**src/rtl/mpm_pkg.sv**
```systemverilog
// Shared types and constants for the XOR multi-ported memory request front end.
package mpm_pkg;

    localparam int unsigned WIDTH     = 8;
    localparam int unsigned DEPTH     = 256;
    localparam int unsigned AW        = $clog2(DEPTH);
    localparam int unsigned RSP_DEPTH = 2;

    typedef struct packed {
        logic          we;
        logic [AW-1:0] addr;
        logic [WIDTH-1:0] data;
    } req_t;

endpackage

```
**src/rtl/mpm_sync_fifo.sv**
```systemverilog
// Synchronous FIFO with combinational head output; used for request queues and response buffers.
module mpm_sync_fifo #(
    parameter int unsigned WIDTH = 8,
    parameter int unsigned DEPTH = 4,
    localparam int unsigned PW = $clog2(DEPTH),
    localparam int unsigned CW = PW + 1
) (
    input  logic             clk,
    input  logic             rst,
    input  logic             push,
    input  logic [WIDTH-1:0] din,
    input  logic             pop,
    output logic [WIDTH-1:0] dout,
    output logic             full,
    output logic             empty,
    output logic [CW-1:0]    count
);

    logic [WIDTH-1:0] mem [DEPTH];
    logic [PW-1:0]    wr_ptr;
    logic [PW-1:0]    rd_ptr;
    logic             do_push;
    logic             do_pop;

    assign full    = (count == CW'(DEPTH));
    assign empty   = (count == '0);
    assign do_push = push && !full;
    assign do_pop  = pop && !empty;
    assign dout    = mem[rd_ptr];

    // Storage needs no reset; validity is tracked by the pointers and count.
    always_ff @(posedge clk) begin
        if (do_push) begin
            mem[wr_ptr] <= din;
        end
    end

    always_ff @(posedge clk) begin
        if (rst) begin
            wr_ptr <= '0;
            rd_ptr <= '0;
            count  <= '0;
        end else begin
            if (do_push) begin
                wr_ptr <= wr_ptr + PW'(1);
            end
            if (do_pop) begin
                rd_ptr <= rd_ptr + PW'(1);
            end
            count <= count + CW'(do_push) - CW'(do_pop);
        end
    end

endmodule

```
**src/rtl/mpm_port_frontend.sv**
```systemverilog
// Per-port queued request/response front end for the XOR multi-ported memory,
// with same-address hazard arbitration and credit-based read response buffering.
module mpm_port_frontend
    import mpm_pkg::*;
#(
    parameter int unsigned WIDTH  = mpm_pkg::WIDTH,
    parameter int unsigned DEPTH  = mpm_pkg::DEPTH,
    parameter int unsigned PORTS  = 2,
    parameter int unsigned QDEPTH = 4,
    localparam int unsigned AW = $clog2(DEPTH)
) (
    input  logic             clk,
    input  logic             rst,
    input  logic             req_valid [PORTS-1:0],
    output logic             req_ready [PORTS-1:0],
    input  logic             req_we    [PORTS-1:0],
    input  logic [AW-1:0]    req_addr  [PORTS-1:0],
    input  logic [WIDTH-1:0] req_data  [PORTS-1:0],
    output logic             rsp_valid [PORTS-1:0],
    input  logic             rsp_ready [PORTS-1:0],
    output logic [WIDTH-1:0] rsp_data  [PORTS-1:0],
    output logic [AW-1:0]    mem_addr  [PORTS-1:0],
    output logic [WIDTH-1:0] mem_d     [PORTS-1:0],
    output logic             mem_en    [PORTS-1:0],
    input  logic [WIDTH-1:0] mem_q     [PORTS-1:0]
);

    localparam int unsigned QCW = $clog2(QDEPTH) + 1;
    localparam int unsigned RCW = $clog2(RSP_DEPTH) + 1;
    localparam int unsigned CW  = RCW + 1;

    req_t             req_head  [PORTS-1:0];
    logic             req_full  [PORTS-1:0];
    logic             req_empty [PORTS-1:0];
    logic [QCW-1:0]   req_count [PORTS-1:0];
    logic [WIDTH-1:0] rsp_head  [PORTS-1:0];
    logic             rsp_full  [PORTS-1:0];
    logic             rsp_empty [PORTS-1:0];
    logic [RCW-1:0]   rsp_count [PORTS-1:0];

    logic [PORTS-1:0] grant;
    logic [PORTS-1:0] wr_grant;
    logic [PORTS-1:0] head_we;
    logic [PORTS-1:0] inflight;
    logic             hazard;
    logic             credit_ok;

    // Lower-indexed ports win same-address write hazards; reads also need a response credit.
    always_comb begin
        grant     = '0;
        wr_grant  = '0;
        hazard    = 1'b0;
        credit_ok = 1'b0;
        for (int p = 0; p < PORTS; p++) begin
            hazard = 1'b0;
            for (int q = 0; q < p; q++) begin
                if (wr_grant[q] && (req_head[q].addr == req_head[p].addr)) begin
                    hazard = 1'b1;
                end
            end
            credit_ok = (CW'(rsp_count[p]) + CW'(inflight[p])) < CW'(RSP_DEPTH);
            if (!req_empty[p] && !hazard) begin
                if (req_head[p].we) begin
                    grant[p]    = 1'b1;
                    wr_grant[p] = 1'b1;
                end else if (credit_ok) begin
                    grant[p] = 1'b1;
                end
            end
        end
    end

    // A granted read's data returns from the memory one cycle later.
    always_ff @(posedge clk) begin
        if (rst) begin
            inflight <= '0;
        end else begin
            inflight <= grant & ~head_we;
        end
    end

    for (genvar p = 0; p < PORTS; p++) begin : g_port
        req_t req_din;

        assign req_din    = '{we: req_we[p], addr: req_addr[p], data: req_data[p]};
        assign head_we[p] = req_head[p].we;

        assign req_ready[p] = !req_full[p];
        assign mem_en[p]    = grant[p] && req_head[p].we;
        assign mem_addr[p]  = grant[p] ? req_head[p].addr : '0;
        assign mem_d[p]     = grant[p] ? req_head[p].data : '0;
        assign rsp_valid[p] = !rsp_empty[p];
        assign rsp_data[p]  = rsp_empty[p] ? '0 : rsp_head[p];

        mpm_sync_fifo #(
            .WIDTH ($bits(req_t)),
            .DEPTH (QDEPTH)
        ) u_req_fifo (
            .clk   (clk),
            .rst   (rst),
            .push  (req_valid[p] && !req_full[p]),
            .din   (req_din),
            .pop   (grant[p]),
            .dout  (req_head[p]),
            .full  (req_full[p]),
            .empty (req_empty[p]),
            .count (req_count[p])
        );

        mpm_sync_fifo #(
            .WIDTH (WIDTH),
            .DEPTH (RSP_DEPTH)
        ) u_rsp_fifo (
            .clk   (clk),
            .rst   (rst),
            .push  (inflight[p]),
            .din   (mem_q[p]),
            .pop   (!rsp_empty[p] && rsp_ready[p]),
            .dout  (rsp_head[p]),
            .full  (rsp_full[p]),
            .empty (rsp_empty[p]),
            .count (rsp_count[p])
        );

        a_rsp_no_overflow: assert property (@(posedge clk) disable iff (rst)
            !(inflight[p] && rsp_full[p]))
            else $error("response capture into full buffer on port %0d", p);

        a_req_count_bound: assert property (@(posedge clk) disable iff (rst)
            req_count[p] <= QCW'(QDEPTH))
            else $error("request count out of range on port %0d", p);
    end

endmodule

```
**config.mk**
```make
export PLATFORM = sky130hd
export DESIGN_NAME = mpm_port_frontend
export DESIGN_NICKNAME = d
export VERILOG_FILES = /design/src/rtl/mpm_pkg.sv /design/src/rtl/mpm_sync_fifo.sv /design/src/rtl/mpm_port_frontend.sv
export SDC_FILE = /design/constraint.sdc
export NUM_CORES = 1
export LEC_CHECK = 0
export ABC_CLOCK_PERIOD_IN_PS = 5410
export CORE_MARGIN = 2
export CORE_UTILIZATION = 59
export DETAILED_ROUTE_END_ITERATION = 16
export PLACE_DENSITY = 0.85
export SLEW_MARGIN = 30
export SYNTH_ARGS = -nofsm -noshare
export SYNTH_HDL_FRONTEND = slang
export SYNTH_SLANG_ARGS = --single-unit
```
**constraint.sdc**
```tcl
create_clock -name clk -period 5.41 [get_ports clk]
set_clock_uncertainty 0.15 [all_clocks]
set_input_delay 0.541 -clock clk [delete_from_list [all_inputs] [get_ports clk]]
set_output_delay 0.541 -clock clk [all_outputs]
set_load 0.01 [all_outputs]
```
==> Yosys cells after proc, flatten, opt, wreduce, memory -nomap -nowiden <==
Memories as Yosys holds them, arrays and structs flattened. A register that Yosys moved wholly into a read port is not among the register bits.
Index checks and enable logic that the tools add are counted.
{ "op_classes": {"reduce_logical": 29, "n_addsub": 18, "n_eq_ne": 5, "order_cmp": 2, "n_bitwise": 2, "mux": 31} }
{ "op_table": {"columns": ["operator", "count"], "rows": [
  ["8-bit two-way mux", 6],
  ["1-bit two-way mux", 21],
  ["1-bit logical AND", 16],
  ["1-bit zero test", 9],
  ["2-bit by 1-bit adder with 2-bit output, second input constant", 4],
  ["8-bit == test", 1],
  ["2-bit two-way mux", 4],
  ["2-bit by 1-bit adder with 3-bit output", 2],
  ["3-bit by 1-bit adder with 3-bit output", 2],
  ["3-bit == test, second input constant", 2],
  ["3-bit zero test", 2],
  ["3-bit by 2-bit < comparator with 1-bit output, second input constant", 2],
  ["3-bit by 1-bit subtractor with 3-bit output", 2],
  ["1-bit adder, second input constant", 4],
  ["2-bit by 1-bit adder with 2-bit output", 2],
  ["2-bit == test, second input constant", 2],
  ["2-bit zero test", 2],
  ["2-bit by 1-bit subtractor with 2-bit output", 2],
  ["2-bit bitwise AND", 1],
  ["2-bit inverter", 1]
]} }
{ "word_totals": {"output_inout_bits": 54, "n_memories": 4, "word_cells": 104, "input_bits": 56, "regBits": 24, "mem_bits_rw": 168} }
{ "memory_table": {"columns": ["name", "words", "width", "rd", "rd_clocked_by_memory_dff", "write_ports", "line", "text"], "rows": [
  ["g_port[0].u_req_fifo.mem", 4, 17, 1, 1, 1, "mpm_sync_fifo.sv:19", "logic [WIDTH-1:0] mem [DEPTH];"],
  ["g_port[1].u_req_fifo.mem", 4, 17, 1, 1, 1, "mpm_sync_fifo.sv:19", null],
  ["g_port[0].u_rsp_fifo.mem", 2, 8, 1, 1, 1, "mpm_sync_fifo.sv:19", null],
  ["g_port[1].u_rsp_fifo.mem", 2, 8, 1, 1, 1, "mpm_sync_fifo.sv:19", null]
]} }

==> Depth between registers and ports, before layout <==
Gate-level depths: netlist of the first run.
{ "depth": {"ltp_word": 10, "mapped_depth": 15, "depth_no_buf": 12} }

==> By module <==
A second synthesis of the first run with hierarchy kept.
{ "unflattened": {"hier_cells": 466, "hier_area_um2": 8141.6} }
{ "by_module_without_submodules": {"columns": ["module", "area_per_inst_um2", "seq_area_each_um2", "instances", "cells_per_inst"], "rows": [
  ["mpm_sync_fifo (g_port[0].u_req_fifo ...)", 2969.1, 2222.1, 2, 140],
  ["mpm_sync_fifo (g_port[0].u_rsp_fifo ...)", 810.8, 580.6, 2, 52],
  ["mpm_port_frontend", 581.8, 40.0, 1, 82]
]} }

==> Worst setup path after synthesis of the first run <==
Ideal clock, no wire load.
{ "synth_path": {"path_type": "flip-flop to flip-flop", "startpoint": "register with a tool-made name", "endpoint": "register g_port[1].u_req_fifo.count[2]", "required_ns": 5.132, "arrival_time_ns": 3.038, "path_buffers": 3, "path_stages_with_launch": 16, "setup_ns": 0.128, "path_slack_ns": 2.094, "period_less_slack_ns": 3.316, "path_cell_list": "dfxtp_1 > buf_6 > buf_6 > mux4_2 > xnor2_1 > nand2_1 > o31a_1 > buf_6 > ha_1 > inv_1 > ha_1 > inv_1 > fa_1 > xor2_1 > xnor2_1 > nor2_1"} }
{ "synth_lines": {"columns": ["element", "line", "text"], "rows": [
  ["to (signal assigned)", "mpm_sync_fifo.sv:50", "count <= count + CW'(do_push) - CW'(do_pop);"],
  ["to (decl)", "mpm_sync_fifo.sv:16", "output logic [CW-1:0] count"]
]} }

==> flow_summary.ini, run 1 <==
[floorplan]
die_area_um2 = 14300
fp-row-count = 42
die-height_um = 120
start_util = 0.601
io_pins = 110
coreArea_um2 = 13100
die_w_um = 120

[logic_synthesis]
synth_top_family_by_area = multiplexers
ys_warn_count = 0
synthArstFlopShare = 0
synth_compound_area_frac = 0.0124
synth_top_cell_by_area = edfxtp_1
ys_seq_elements = 198
yosysMostFrequentCell = edfxtp_1
netlist_area_um2 = 7900
synth.distinct_cells = 31
post-synth-top-area-fraction = 0.639
syn-num-nets = 529
ys.flop_type = edfxtp_1
synthCells = 455
muxShareOfSynthArea = 0.120
synth_adder_area_share = 0.0304
synthTopCellsByCount = edfxtp_1 (168), nor2_1 (43), and2_1 (35), mux4_2 (34), dfxtp_1 (30)
ys_seq_area_frac = 0.715
synth.area.top_cells = edfxtp_1 (64%), mux4_2 (9.7%), dfxtp_1 (7.6%)
yosys.area_share.simple = 0.0713
synth_xor_area_frac = 0.0266
syn_avg_cell_area_um2 = 17.4
synth-edff-count = 168

[global_routing]
grt_pass1_vias = 4482
grt_max_degree = 31
grtUsageTotal = 0.217
grt_first_pass_wirelength_um = 22900
antenna_found_initial = 0
grt.overflow.total = 0

[routing]
dr.pass1.iters = 4
post-route-drc-count = 0
via_count = 4195
drtIter0Drc = 294
wire_per_inst_um = 19.1
postRouteAntennaNets = 0
vias_per_cell = 5.53
wirelength_um = 14500

[pwr]
leakagePower_nw = 3.26
ir_drop_mv = 0.335
power_density_nw_per_um2 = 517

[final_layout]
synthToLayoutAreaGrowth_pct = 22.3
register_area_um2 = 5650
multi_input_area_um2 = 2060
nFillCells = 836
fin_nets = 643
stdcell_area_um2 = 9660
final_util = 0.735
drive_gt1_frac = 0.107
antenna_cells = 0

[clocking]
htreeDepth = 4
clk_latency_ps = 430
root_buffer = clkbuf_16
numClockSinks = 198
numCtsBuffers = 17
cts_tree = done
cts_resized = 0
max-clock-path-buffers = 2
post_cts_buffers = 0
ctsHoldBuffers = 0
clkTransAtPathRegs_ps = 60

[timing]
finalHoldViolCount = 0
finalSetupViolations = 0
rsz0062_at_grt = false
maxSlewViolCount = 0
finalCritPeriodShare = 0.803
worstMarginPinSlew_ps = 925
min_period_ps = 4340
fin_tns_setup_ps = 0
fmax_ghz = 0.230
setup_slack_ps = 1070
slew-limit-headroom = 0.383

[run]
maxCapViolCount = 0

[placement]
pre_cts_slack_ps = 1340
port_buffers = 109
gp_routability_congestion = 0.781
dpl-instance-area_um2 = 9120
dp_hpwl_um = 9640

[critical_path]
cp_top_family = buffers and inverters
cp_cell_sequence = buf_4 -> mux4_2 -> xnor2_1 -> nand3_1 -> o31a_1 -> and2_1 -> clkdlybuf4s50_1
critPathSlowestCell = dfxtp_1
max_stage_delay_ps = 590
start_kind = flip-flop
worstSetupEndpointType = output pin
path_max_fanout = 19
crit_arrival_ps = 3650
critPathBufInv = 2
critPathKind = flip-flop to output pin
required_ps = 4720

[run_status]
status = finished, final reports clean

[hold_path]
hold_path.class = flip-flop to flip-flop
-- cells in the final DEF (no fill, tap or decap), types with 3 or more instances in the layout --
cell             netlist  layout
a21oi_1                3       3
and2_1                35      35
and3_1                 8       8
buf_4                  0       3
clkbuf_1               9       5
clkbuf_16              0      17
clkdlybuf4s50_1        0     109
clkinv_1               0       3
clkinvlp_4             0       3
dfxtp_1               30      30
edfxtp_1             168     168
ha_1                  16      16
inv_1                 23      23
mux2i_1               18      18
mux4_2                34      34
nand2_1                5       5
nor2_1                43      43
nor2b_1                6       6
nor3b_1                3       3
o21ai_0                4       4
xnor2_1               21      21
xor2_1                 3       3
-- final timing paths --
kind | startpoint | end | slack [ps] | cells after the start
setup reg to reg | flip-flop | g_port[1].u_req_fifo.count[2] | 1410 | 12
hold reg to reg | g_port[0].u_rsp_fifo.rd_ptr | g_port[0].u_rsp_fifo.rd_ptr | 370 | 2
hold / removal | g_port[0].u_rsp_fifo.rd_ptr | g_port[0].u_rsp_fifo.rd_ptr | 370 | 2
setup / recovery | flip-flop | mem_addr[8] | 1070 | 7
-- flip-flops by register name, summed over array words and instances, names as in the netlist, named ones only --
| name | count |
|---|---|
| g_port.u_rsp_fifo.count | 4 |
| g_port.u_req_fifo.count | 6 |
| g_port.u_req_fifo.rd_ptr | 4 |
| g_port.u_rsp_fifo.wr_ptr | 2 |
| g_port.u_rsp_fifo.rd_ptr | 2 |
| g_port.u_req_fifo.mem | 136 |
| inflight | 2 |
| g_port.u_req_fifo.wr_ptr | 4 |
| g_port.u_rsp_fifo.mem | 32 |
-- report_power, final --
group / switching, mW / internal [mW] / total (mW)
Clock: 0.508 / 0.627 / 1.13
Combinational: 0.807 / 0.965 / 1.77
Sequential: 0.178 / 1.91 / 2.09
-- cell families (layout without fill, tap and decap cells) --
group / after synthesis / in the layout
fa+ha+maj: 18 / 18
compound gates: 14 / 14
buf+inv: 41 / 168
simple gates: 108 / 108
xor+xnor: 24 / 24
flops: 198 / 198
mux: 52 / 52
-- worst min-delay path: cells and delay by family, from the launching register on --
kind / cells / cell delay, ps
xor+xnor: 1 / 90
simple gates: 1 / 80
flops: 1 / 320
-- metal layers --
metal  part of all wire  vias up  track usage
li1                   -     1916            -
met1               0.39     2096        0.263
met2               0.53      160        0.381
met3              0.057       23       0.0433
met4              0.021        0       0.0941
met5                  0        -            0
-- through the flow --
step / std cells / total power, mW / hold slack (ps)
after floorplan: 455 / 3.17 / 331
after global placement: 725 / 3.83 / 346
after detailed placement: 725 / 3.89 / 357
after CTS: 757 / 5.03 / 376
after global routing: 758 / 5.26 / 429
final: 758 / 4.99 / 372
-- final cells by class --
class,count,area share
flip-flops and latches,198,0.584
multi-input cells,216,0.213
repair buffers,113,0.116
clock buffers,22,0.0460
well taps,176,0.0228
inverters,23,0.00894
clock inverters,10,0.00855
No activity file was read; power rests on OpenSTA's default activity.
==> run 2, diff against run 1 <==
--- a/config.mk
+++ b/config.mk
@@ -5,11 +5,11 @@
 export SDC_FILE = /design/constraint.sdc
 export NUM_CORES = 1
 export LEC_CHECK = 0
-export ABC_CLOCK_PERIOD_IN_PS = 5410
+export ABC_CLOCK_PERIOD_IN_PS = 4050
 export CORE_MARGIN = 2
-export CORE_UTILIZATION = 59
+export CORE_UTILIZATION = 54
 export DETAILED_ROUTE_END_ITERATION = 16
-export PLACE_DENSITY = 0.85
+export PLACE_DENSITY = 0.79
 export SLEW_MARGIN = 30
 export SYNTH_ARGS = -nofsm -noshare
 export SYNTH_HDL_FRONTEND = slang
==> constraint.sdc (replaced) <==
create_clock -name clk -period 4.05 [get_ports clk]
set_clock_uncertainty 0.15 [all_clocks]
set_input_delay 0.405 -clock clk [delete_from_list [all_inputs] [get_ports clk]]
set_output_delay 0.405 -clock clk [all_outputs]
set_load 0.01 [all_outputs]
==> run 2 against run 1 <==
Effect of this change: power rose by 37%; critical path depth did not move; final area rose by 1.0%; clock power rose by 47%; sequential power rose by 32%; first-iteration DRC count fell by 15%; die area rose by 8.9%; non-clock buffer count rose by 4; sequential share of layout area fell by 0.55 points; worst setup slack got worse by 790 ps; largest power group unchanged.
==> flow_summary.ini, run 2 (synthesized netlist as in run 1, its figures left out) <==
[run_status]
status = finished, final reports clean

[pwr]
power_density_nw_per_um2 = 700
ir_drop_mv = 0.432
leakagePower_nw = 3.32

[clocking]
clkTransAtPathRegs_ps = 60
numClockSinks = 198
numCtsBuffers = 17
root_buffer = clkbuf_16
cts_tree = done
post_cts_buffers = 0
clk_latency_ps = 420
max-clock-path-buffers = 2
ctsHoldBuffers = 0
cts_resized = 0
htreeDepth = 4

[final_layout]
drive_gt1_frac = 0.123
max_flop_register = g_port.u_req_fifo.mem
final_cell_mix = edfxtp_1 (168), clkdlybuf4s50_1 (109), nor2_1 (43), and2_1 (35), mux4_2 (34)
nFillCells = 969
multi_input_area_um2 = 2060
antenna_cells = 0
final_util = 0.676
final_cells = 767
mostFrequentLayoutCell = edfxtp_1
reg_top3 = g_port.u_req_fifo.mem (136), g_port.u_rsp_fifo.mem (32), g_port.u_req_fifo.count (6)
synthToLayoutAreaGrowth_pct = 23.5
stdcell_area_um2 = 9760
largest_reg_flops = 136
register_area_um2 = 5650
fin_nets = 647

[floorplan]
die_w_um = 125
fp-row-count = 44
start_util = 0.548
io_pins = 110
die_area_um2 = 15600
coreArea_um2 = 14400
die-height_um = 125

[global_routing]
grtUsageTotal = 0.189
antenna_found_initial = 0
grt_max_degree = 21
grt.overflow.total = 0
grt_first_pass_wirelength_um = 22600
grt_pass1_vias = 4419

[placement]
dpl-instance-area_um2 = 9170
port_buffers = 109
gp_routability_congestion = 0.759
dp_hpwl_um = 9470
placed_cells = 738

[routing]
wire_per_inst_um = 18.3
highest_layer = met4
dr_wl_met2_um = 7370
routedLengthMet1_um = 5810
via_count = 4126
vias_per_cell = 5.38
drtIter0Drc = 249
postRouteAntennaNets = 0
dr.pass1.iters = 4
post-route-drc-count = 0
wirelength_um = 14100
wl_met3_um = 755

[timing]
slew-limit-headroom = 0.372
worstMarginPinSlew_ps = 942
fmax_ghz = 0.265
rsz0062_at_grt = false
fin_tns_setup_ps = 0
finalCritPeriodShare = 0.931
min_period_ps = 3770
hold_ws_ps = 367
finalHoldViolCount = 0
maxSlewViolCount = 0
finalSetupViolations = 0

[critical_path]
critPathKind = flip-flop to output pin
required_ps = 3490
start_kind = flip-flop
crit_arrival_ps = 3210
worstSetupEndpointType = output pin
path_max_fanout = 18

[hold_path]
hold_path.class = flip-flop to flip-flop
min_from = g_port[0].u_rsp_fifo.rd_ptr

[run]
maxCapViolCount = 0
## run 2: where the power goes
part | switching [mW] | internal, mW
Clock | 0.694 | 0.967
Combinational | 1.11 | 1.31
Sequential | 0.205 | 2.55
Total | 2.01 | 4.83
## run 2: cell type report
class                   instances  share of cell area
clock buffers                  18              0.0440
flip-flops and latches        198               0.579
repair buffers                117               0.118
inverters                      23             0.00885
multi-input cells             216               0.211
well taps                     184              0.0236
clock inverters                11              0.0158
## run 2: metal layers
metal	track usage	up-vias
li1	-	1937
met2	0.316	131
met3	0.0531	11
met5	0	-
met1	0.243	2047
met4	0.0627	0
## run 2: through the flow
stage                     worst slack, ps  total power, mW
after detailed placement              402             5.23
after global placement                503             5.14
after CTS                            38.1             6.90
after floorplan                       734             4.23
after global routing                 54.9             7.21
final                                 280             6.83
## run 2: worst max-delay path: stages, from the launching register on
cell	delay (ps)
dfxtp_1	700
mux4_2	420
xnor2_1	190
nand4_1	230
o31a_1	370
buf_4	210
and2_1	170
clkdlybuf4s50_1	500
## run 2: worst paths after layout
| kind | depth (start not counted) | slack (ps) | endpoint |
|---|---|---|---|
| worst min-delay path | 2 | 370 | g_port[0].u_rsp_fifo.rd_ptr |
| worst min register to register | 2 | 370 | g_port[0].u_rsp_fifo.rd_ptr |
| worst max register to register | 12 | 600 | g_port[1].u_req_fifo.count[2] |
| worst max-delay path | 7 | 280 | mem_addr[11] |
